`src/rtl/div_pkg.sv`:
```
// Shared types and helpers for the shift-subtract divider (and the signed multiplier path).
package div_pkg;

    typedef enum logic [1:0] {
        IDLE = 2'd0,
        LOAD = 2'd1,
        ITER = 2'd2,
        DONE = 2'd3
    } div_state_t;

    localparam int unsigned MAX_NUM_BITS = 64;
    // Sized for the widest legal operand so one counter type serves every NUM_BITS.
    localparam int unsigned CNT_W        = $clog2(MAX_NUM_BITS) + 1;

    function automatic logic [MAX_NUM_BITS-1:0] twos_neg(input logic [MAX_NUM_BITS-1:0] x);
        return ~x + MAX_NUM_BITS'(1);
    endfunction

endpackage

```
`src/rtl/restoring_sub_stage.sv`:
```
// One restoring step: subtract divisor from the shifted partial remainder via a
// ripple full-adder chain (inverted divisor, carry-in 1); restore when it borrows.
module restoring_sub_stage #(
    parameter int unsigned NUM_BITS = 32
) (
    input  logic [NUM_BITS:0]   rem_shifted,
    input  logic [NUM_BITS-1:0] divisor,
    output logic [NUM_BITS-1:0] next_rem,
    output logic                q_bit
);

    logic [NUM_BITS:0]   carry;
    logic [NUM_BITS-1:0] diff;

    assign carry[0] = 1'b1;

    for (genvar i = 0; i < NUM_BITS; i++) begin : g_fa
        logic b_inv;
        assign b_inv        = ~divisor[i];
        assign diff[i]      = rem_shifted[i] ^ b_inv ^ carry[i];
        assign carry[i+1]   = (rem_shifted[i] & b_inv) | (rem_shifted[i] & carry[i]) | (b_inv & carry[i]);
    end

    // Top bit sees an inverted zero (=1); carry-out of that cell means no borrow.
    assign q_bit    = rem_shifted[NUM_BITS] | carry[NUM_BITS];
    assign next_rem = q_bit ? diff : rem_shifted[NUM_BITS-1:0];

endmodule

```
`src/rtl/shift_sub_seq_divider.sv`:
```
// Radix-2 restoring sequential divider, one quotient bit per clock, fixed latency.
// Define SIGNED_DIV_EN to add the sign_op input for two's-complement truncating division.
module shift_sub_seq_divider
    import div_pkg::*;
#(
    parameter int unsigned NUM_BITS = 32
) (
    input  logic                clk,
    input  logic                rst,
    input  logic                start,
`ifdef SIGNED_DIV_EN
    input  logic                sign_op,
`endif
    input  logic [NUM_BITS-1:0] dividend,
    input  logic [NUM_BITS-1:0] divisor,
    output logic                busy,
    output logic                done,
    output logic [NUM_BITS-1:0] quotient,
    output logic [NUM_BITS-1:0] remainder,
    output logic                div_by_zero
);

    div_state_t          state_q;
    logic [CNT_W-1:0]    count_q;
    logic [NUM_BITS-1:0] rem_q, qreg_q, dreg_q;
    logic [NUM_BITS-1:0] quotient_q, remainder_q;
    logic                busy_q, done_q, dbz_q;

    logic [NUM_BITS:0]   rem_shifted;
    logic [NUM_BITS-1:0] next_rem, q_next;
    logic                q_bit;
    logic [NUM_BITS-1:0] mag_a, mag_b, q_fin, r_fin, dbz_rem;

    function automatic logic [NUM_BITS-1:0] neg_n(input logic [NUM_BITS-1:0] x);
        return NUM_BITS'(twos_neg(MAX_NUM_BITS'(x)));
    endfunction

    assign rem_shifted = {rem_q, qreg_q[NUM_BITS-1]};
    assign q_next      = {qreg_q[NUM_BITS-2:0], q_bit};

    restoring_sub_stage #(.NUM_BITS(NUM_BITS)) u_stage (
        .rem_shifted (rem_shifted),
        .divisor     (dreg_q),
        .next_rem    (next_rem),
        .q_bit       (q_bit)
    );

`ifdef SIGNED_DIV_EN
    logic sign_a_q, sign_b_q;
    logic neg_a, neg_b;

    // Operand magnitudes on entry; sign restoration on exit (truncating division).
    always_comb begin
        neg_a   = sign_op & dividend[NUM_BITS-1];
        neg_b   = sign_op & divisor[NUM_BITS-1];
        mag_a   = neg_a ? neg_n(dividend) : dividend;
        mag_b   = neg_b ? neg_n(divisor) : divisor;
        q_fin   = (sign_a_q ^ sign_b_q) ? neg_n(q_next) : q_next;
        r_fin   = sign_a_q ? neg_n(next_rem) : next_rem;
        dbz_rem = sign_a_q ? neg_n(qreg_q) : qreg_q;
    end
`else
    always_comb begin
        mag_a   = dividend;
        mag_b   = divisor;
        q_fin   = q_next;
        r_fin   = next_rem;
        dbz_rem = qreg_q;
    end
`endif

    always_ff @(posedge clk) begin
        if (rst) begin
            state_q     <= IDLE;
            count_q     <= '0;
            rem_q       <= '0;
            qreg_q      <= '0;
            dreg_q      <= '0;
            quotient_q  <= '0;
            remainder_q <= '0;
            busy_q      <= 1'b0;
            done_q      <= 1'b0;
            dbz_q       <= 1'b0;
`ifdef SIGNED_DIV_EN
            sign_a_q    <= 1'b0;
            sign_b_q    <= 1'b0;
`endif
        end else begin
            case (state_q)
                IDLE: begin
                    if (start) begin
                        state_q  <= LOAD;
                        busy_q   <= 1'b1;
                        dbz_q    <= 1'b0;
                        rem_q    <= '0;
                        count_q  <= '0;
                        qreg_q   <= mag_a;
                        dreg_q   <= mag_b;
`ifdef SIGNED_DIV_EN
                        sign_a_q <= neg_a;
                        sign_b_q <= neg_b;
`endif
                    end
                end
                LOAD: begin
                    if (dreg_q == '0) begin
                        state_q     <= DONE;
                        busy_q      <= 1'b0;
                        done_q      <= 1'b1;
                        dbz_q       <= 1'b1;
                        quotient_q  <= '1;
                        remainder_q <= dbz_rem;
                    end else begin
                        state_q <= ITER;
                    end
                end
                ITER: begin
                    rem_q   <= next_rem;
                    qreg_q  <= q_next;
                    count_q <= count_q + CNT_W'(1);
                    // Results are registered on the last step so they coincide with done.
                    if (count_q == CNT_W'(NUM_BITS - 1)) begin
                        state_q     <= DONE;
                        busy_q      <= 1'b0;
                        done_q      <= 1'b1;
                        quotient_q  <= q_fin;
                        remainder_q <= r_fin;
                    end
                end
                DONE: begin
                    state_q <= IDLE;
                    done_q  <= 1'b0;
                end
                default: state_q <= IDLE;
            endcase
        end
    end

    assign busy        = busy_q;
    assign done        = done_q;
    assign quotient    = quotient_q;
    assign remainder   = remainder_q;
    assign div_by_zero = dbz_q;

endmodule
```
`config.mk`:
```
export PLATFORM = sky130hd
export DESIGN_NAME = shift_sub_seq_divider
export DESIGN_NICKNAME = d
export VERILOG_FILES = /design/src/rtl/div_pkg.sv /design/src/rtl/restoring_sub_stage.sv /design/src/rtl/shift_sub_seq_divider.sv
export SDC_FILE = /design/constraint.sdc
export NUM_CORES = 1
export LEC_CHECK = 0
export CAP_MARGIN = 5
export CORE_AREA = 2 2 171 131
export CTS_CLUSTER_DIAMETER = 40
export DETAILED_ROUTE_END_ITERATION = 8
export DIE_AREA = 0 0 173 133
export SLEW_MARGIN = 40
export SYNTH_ARGS = -nofsm -noshare
export SYNTH_HDL_FRONTEND = slang
export SYNTH_SLANG_ARGS = --single-unit
```
`constraint.sdc`:
```
create_clock -name clk -period 14.78 [get_ports clk]
set_input_delay 3.695 -clock clk [delete_from_list [all_inputs] [get_ports clk]]
set_output_delay 3.695 -clock clk [all_outputs]
set_load 0.02 [all_outputs]
```
==> results.cfg <==
[status]
status = finished clean

[global_route]
grt_pass1_vias = 7120
grt_pass1_wl_um = 39200
overflow = 0
antenna_found_initial = 0
grt_max_degree = 87
grt_use_total = 0.213

[synthesis]
synth_edf_count = 0
synthTopCellsByArea = dfxtp_1 (41%), a21oi_1 (7.8%), fa_1 (7.4%), a211oi_1 (5.8%), nor2_1 (4.8%)
synth_fp_nets = 1088
netlist_area_um2 = 8440
netlist.area_leader.share = 0.408
synth_flop_cell = dfxtp_1
ys_top_cells_by_count = dfxtp_1 (172), a21oi_1 (132), nor2_1 (107)
synth_cell_types = 45
yosys.area.top_type = dfxtp_1
yosysWarnings = 0
seq_area_frac_synth = 0.408
ys_ff_latch = 172
yosysMostFrequentCell = dfxtp_1
async_reset_ff_frac = 0
synth_cells = 983
syn_avg_cell_area_um2 = 8.59

[worst_hold_path]
min_to = dreg_q[12]$_SDFFE_PP0P_
whs_path_depth = 2
hp-start = dreg_q[12]$_SDFFE_PP0P_
min_path_type = reg -> reg

[clock_network]
htreeDepth = 4
cts.clk_slew.worst_paths_ns = 0.07
cts_root_buf = clkbuf_16
cts_sinks = 172
cts_tree = done
holdBufCountCts = 0
cts_made_buffers = 17
ctsResizeCount = 0
clockBufferDepth = 2
clk-insertion-delay-late_ns = 0.43
cts_setup_buffers = 0

[worst_setup_path]
crit_fanout = 18
crit_top_cell = fa_1
worstPathArrival_ns = 14.34
critPathCaptureType = register
slowest_stage = fa_1
critPathKind = reg -> reg
crit_required_ns = 15.06
critPathLaunchType = register
worstReg2RegStart = dbz_rem[31]$_SDFFE_PP0P_
r2r_slack_ns = 0.72
critPathMaxStageDelay_ns = 0.45
reg2regPathDepth = 39
rr_endpoint = remainder[6]$_SDFFE_PP0P_

[sta]
fmax_mhz = 71.1
totalNegativeSetupSlack_ns = 0
slew_viol_final = 0
fin_skew_ns = 0.0106
tightest_slew_ns = 0.837
layout_min_cycle_time_ns = 14.06
relSlewSlack = 0.442
setup_viol = 0
rsz0062_at_grt = false
period_share = 0.951
finalHoldViolCount = 0
fin_ws_ns = 0.722

[route]
ant_nets = 0
drt_wl_total_um = 24600
wire_per_inst_um = 18.0
num_vias = 7556
drc = 0
dr.pass1.iters = 5
vias_per_cell = 5.54
drt_iter0_drc = 581

[floorplanning]
dieArea_um2 = 23000
die_w_um = 173
io_pins = 134
core_um2 = 21500
std_cell_rows = 47
initial_core_util = 0.392
die-height_um = 133

[pwr]
ir_worst_vdd_mv = 0.110
p_leak_nw = 3.54
report.power.total_mw = 2.51
p_per_area_nw_per_um2 = 239

[placement]
dp_hpwl_um = 16000
gp_congestion = 0.782
io_buffers = 133
post-place-ws_ns = 0.764

[cells_and_area]
drive_gt1_frac = 0.0756
area_growth_pct = 24.7
diodes = 0
nets = 1163

[run]
cap_viol_max_count = 0
[through the flow]
step | std cells | cell area (um2) | utilization | hold slack (ns)
after CTS | 1365 | 10500 | 0.489 | 0.476
final | 1365 | 10500 | 0.489 | 0.476
after detailed placement | 1333 | 9890 | 0.459 | 0.467
after global placement | 1333 | 9880 | 0.459 | 0.465
after global routing | 1365 | 10500 | 0.489 | 0.500
after floorplan | 983 | 8440 | - | 0.449
[where the power goes]
| group | internal, mW | switching [mW] | total [mW] |
|---|---|---|---|
| Combinational | 0.502 | 0.756 | 1.26 |
| Clock | 0.289 | 0.196 | 0.485 |
| Sequential | 0.615 | 0.155 | 0.770 |
| Total | 1.41 | 1.11 | 2.51 |
[flip-flops by register name, indices dropped and copies added (netlist names)]
| register | count |
|---|---|
| state_q | 2 |
| dreg_q | 32 |
| count_q | 7 |
| busy | 1 |
| div_by_zero | 1 |
| dbz_rem | 32 |
| quotient | 32 |
| remainder | 32 |
| rem_q | 32 |
| done | 1 |
[critical path, delay by kind of cell (launching register included)]
kind                       cells  cell delay, ns
AOI/OAI and AO/OA              2            0.43
adders and majority gates     32           12.39
buffers and inverters          3            0.41
DFF                            1            0.34
and+or+nand+nor                2            0.35
[placed cells by master (no fill, tap or decap), types with 2 or more instances in the layout]
master / netlist / layout
clkinv_2: 0 / 2
buf_6: 2 / 3
clkbuf_16: 0 / 17
fa_1: 31 / 31
dfxtp_1: 172 / 172
a211oi_1: 65 / 65
nor2b_1: 2 / 2
nor2_1: 107 / 106
nor3_2: 21 / 20
a21oi_1: 132 / 132
nor3_1: 40 / 40
inv_1: 37 / 37
clkdlybuf4s50_1: 0 / 132
nand4_1: 5 / 5
o22ai_1: 30 / 30
inv_6: 0 / 3
nand3_1: 2 / 2
and4_1: 2 / 2
and2_1: 2 / 2
buf_4: 7 / 13
bufinv_16: 0 / 4
clkinvlp_4: 0 / 3
o21ai_0: 5 / 5
nor4_1: 4 / 4
a22oi_1: 32 / 32
xor2_1: 4 / 4
mux2i_1: 31 / 31
nand2_1: 105 / 104
a311oi_1: 34 / 34
ha_1: 7 / 6
nor4_2: 4 / 4
[per-layer routing]
metal  part of all wire  track usage  up-vias  wire length [um]
met5                  0            0        -                 0
met4              0.013       0.0551        0               315
met3              0.052       0.0376       23              1280
met2               0.44        0.323      219             10900
met1               0.49        0.311     3634             12000
li1                   -            -     3680                 -
[cell families (layout without fill, tap and decap cells)]
family | Yosys count | after routing | share of synthesized area
AOI/OAI and AO/OA | 308 | 308 | 0.235
xor gates and xnor gates | 4 | 4 | 0.00415
adders and majority gates | 38 | 38 | 0.0839
buffers and inverters | 130 | 218 | 0.0649
DFF | 172 | 172 | 0.408
muxes | 32 | 32 | 0.0381
and+or+nand+nor | 299 | 299 | 0.166
[how the worst max path moves through the flow]
stage,from,endpoint,slack (ns),depth (start not counted)
floorplan,dbz_rem[31]$_SDFFE_PP0P_,remainder[10]$_SDFFE_PP0P_,1.53,38
finish,dbz_rem[31]$_SDFFE_PP0P_,remainder[6]$_SDFFE_PP0P_,0.72,39
detailed placement,dbz_rem[31]$_SDFFE_PP0P_,remainder[6]$_SDFFE_PP0P_,0.76,39
global placement,dbz_rem[31]$_SDFFE_PP0P_,remainder[6]$_SDFFE_PP0P_,0.98,39
global route,dbz_rem[31]$_SDFFE_PP0P_,remainder[0]$_SDFFE_PP0P_,0.25,39
CTS,dbz_rem[31]$_SDFFE_PP0P_,remainder[0]$_SDFFE_PP0P_,0.71,39
[area by class of cell]
| type | count | area, um2 |
|---|---|---|
| fill | 2080 | 11000 |
| tap | 294 | 368 |
| timing repair buffer | 148 | 1450 |
| clock inverter | 13 | 188 |
| inverter | 38 | 143 |
| multi-input combinational | 681 | 4490 |
| sequential | 172 | 3440 |
| clock buffer | 19 | 443 |
No activity file was read; power rests on OpenSTA's default activity.
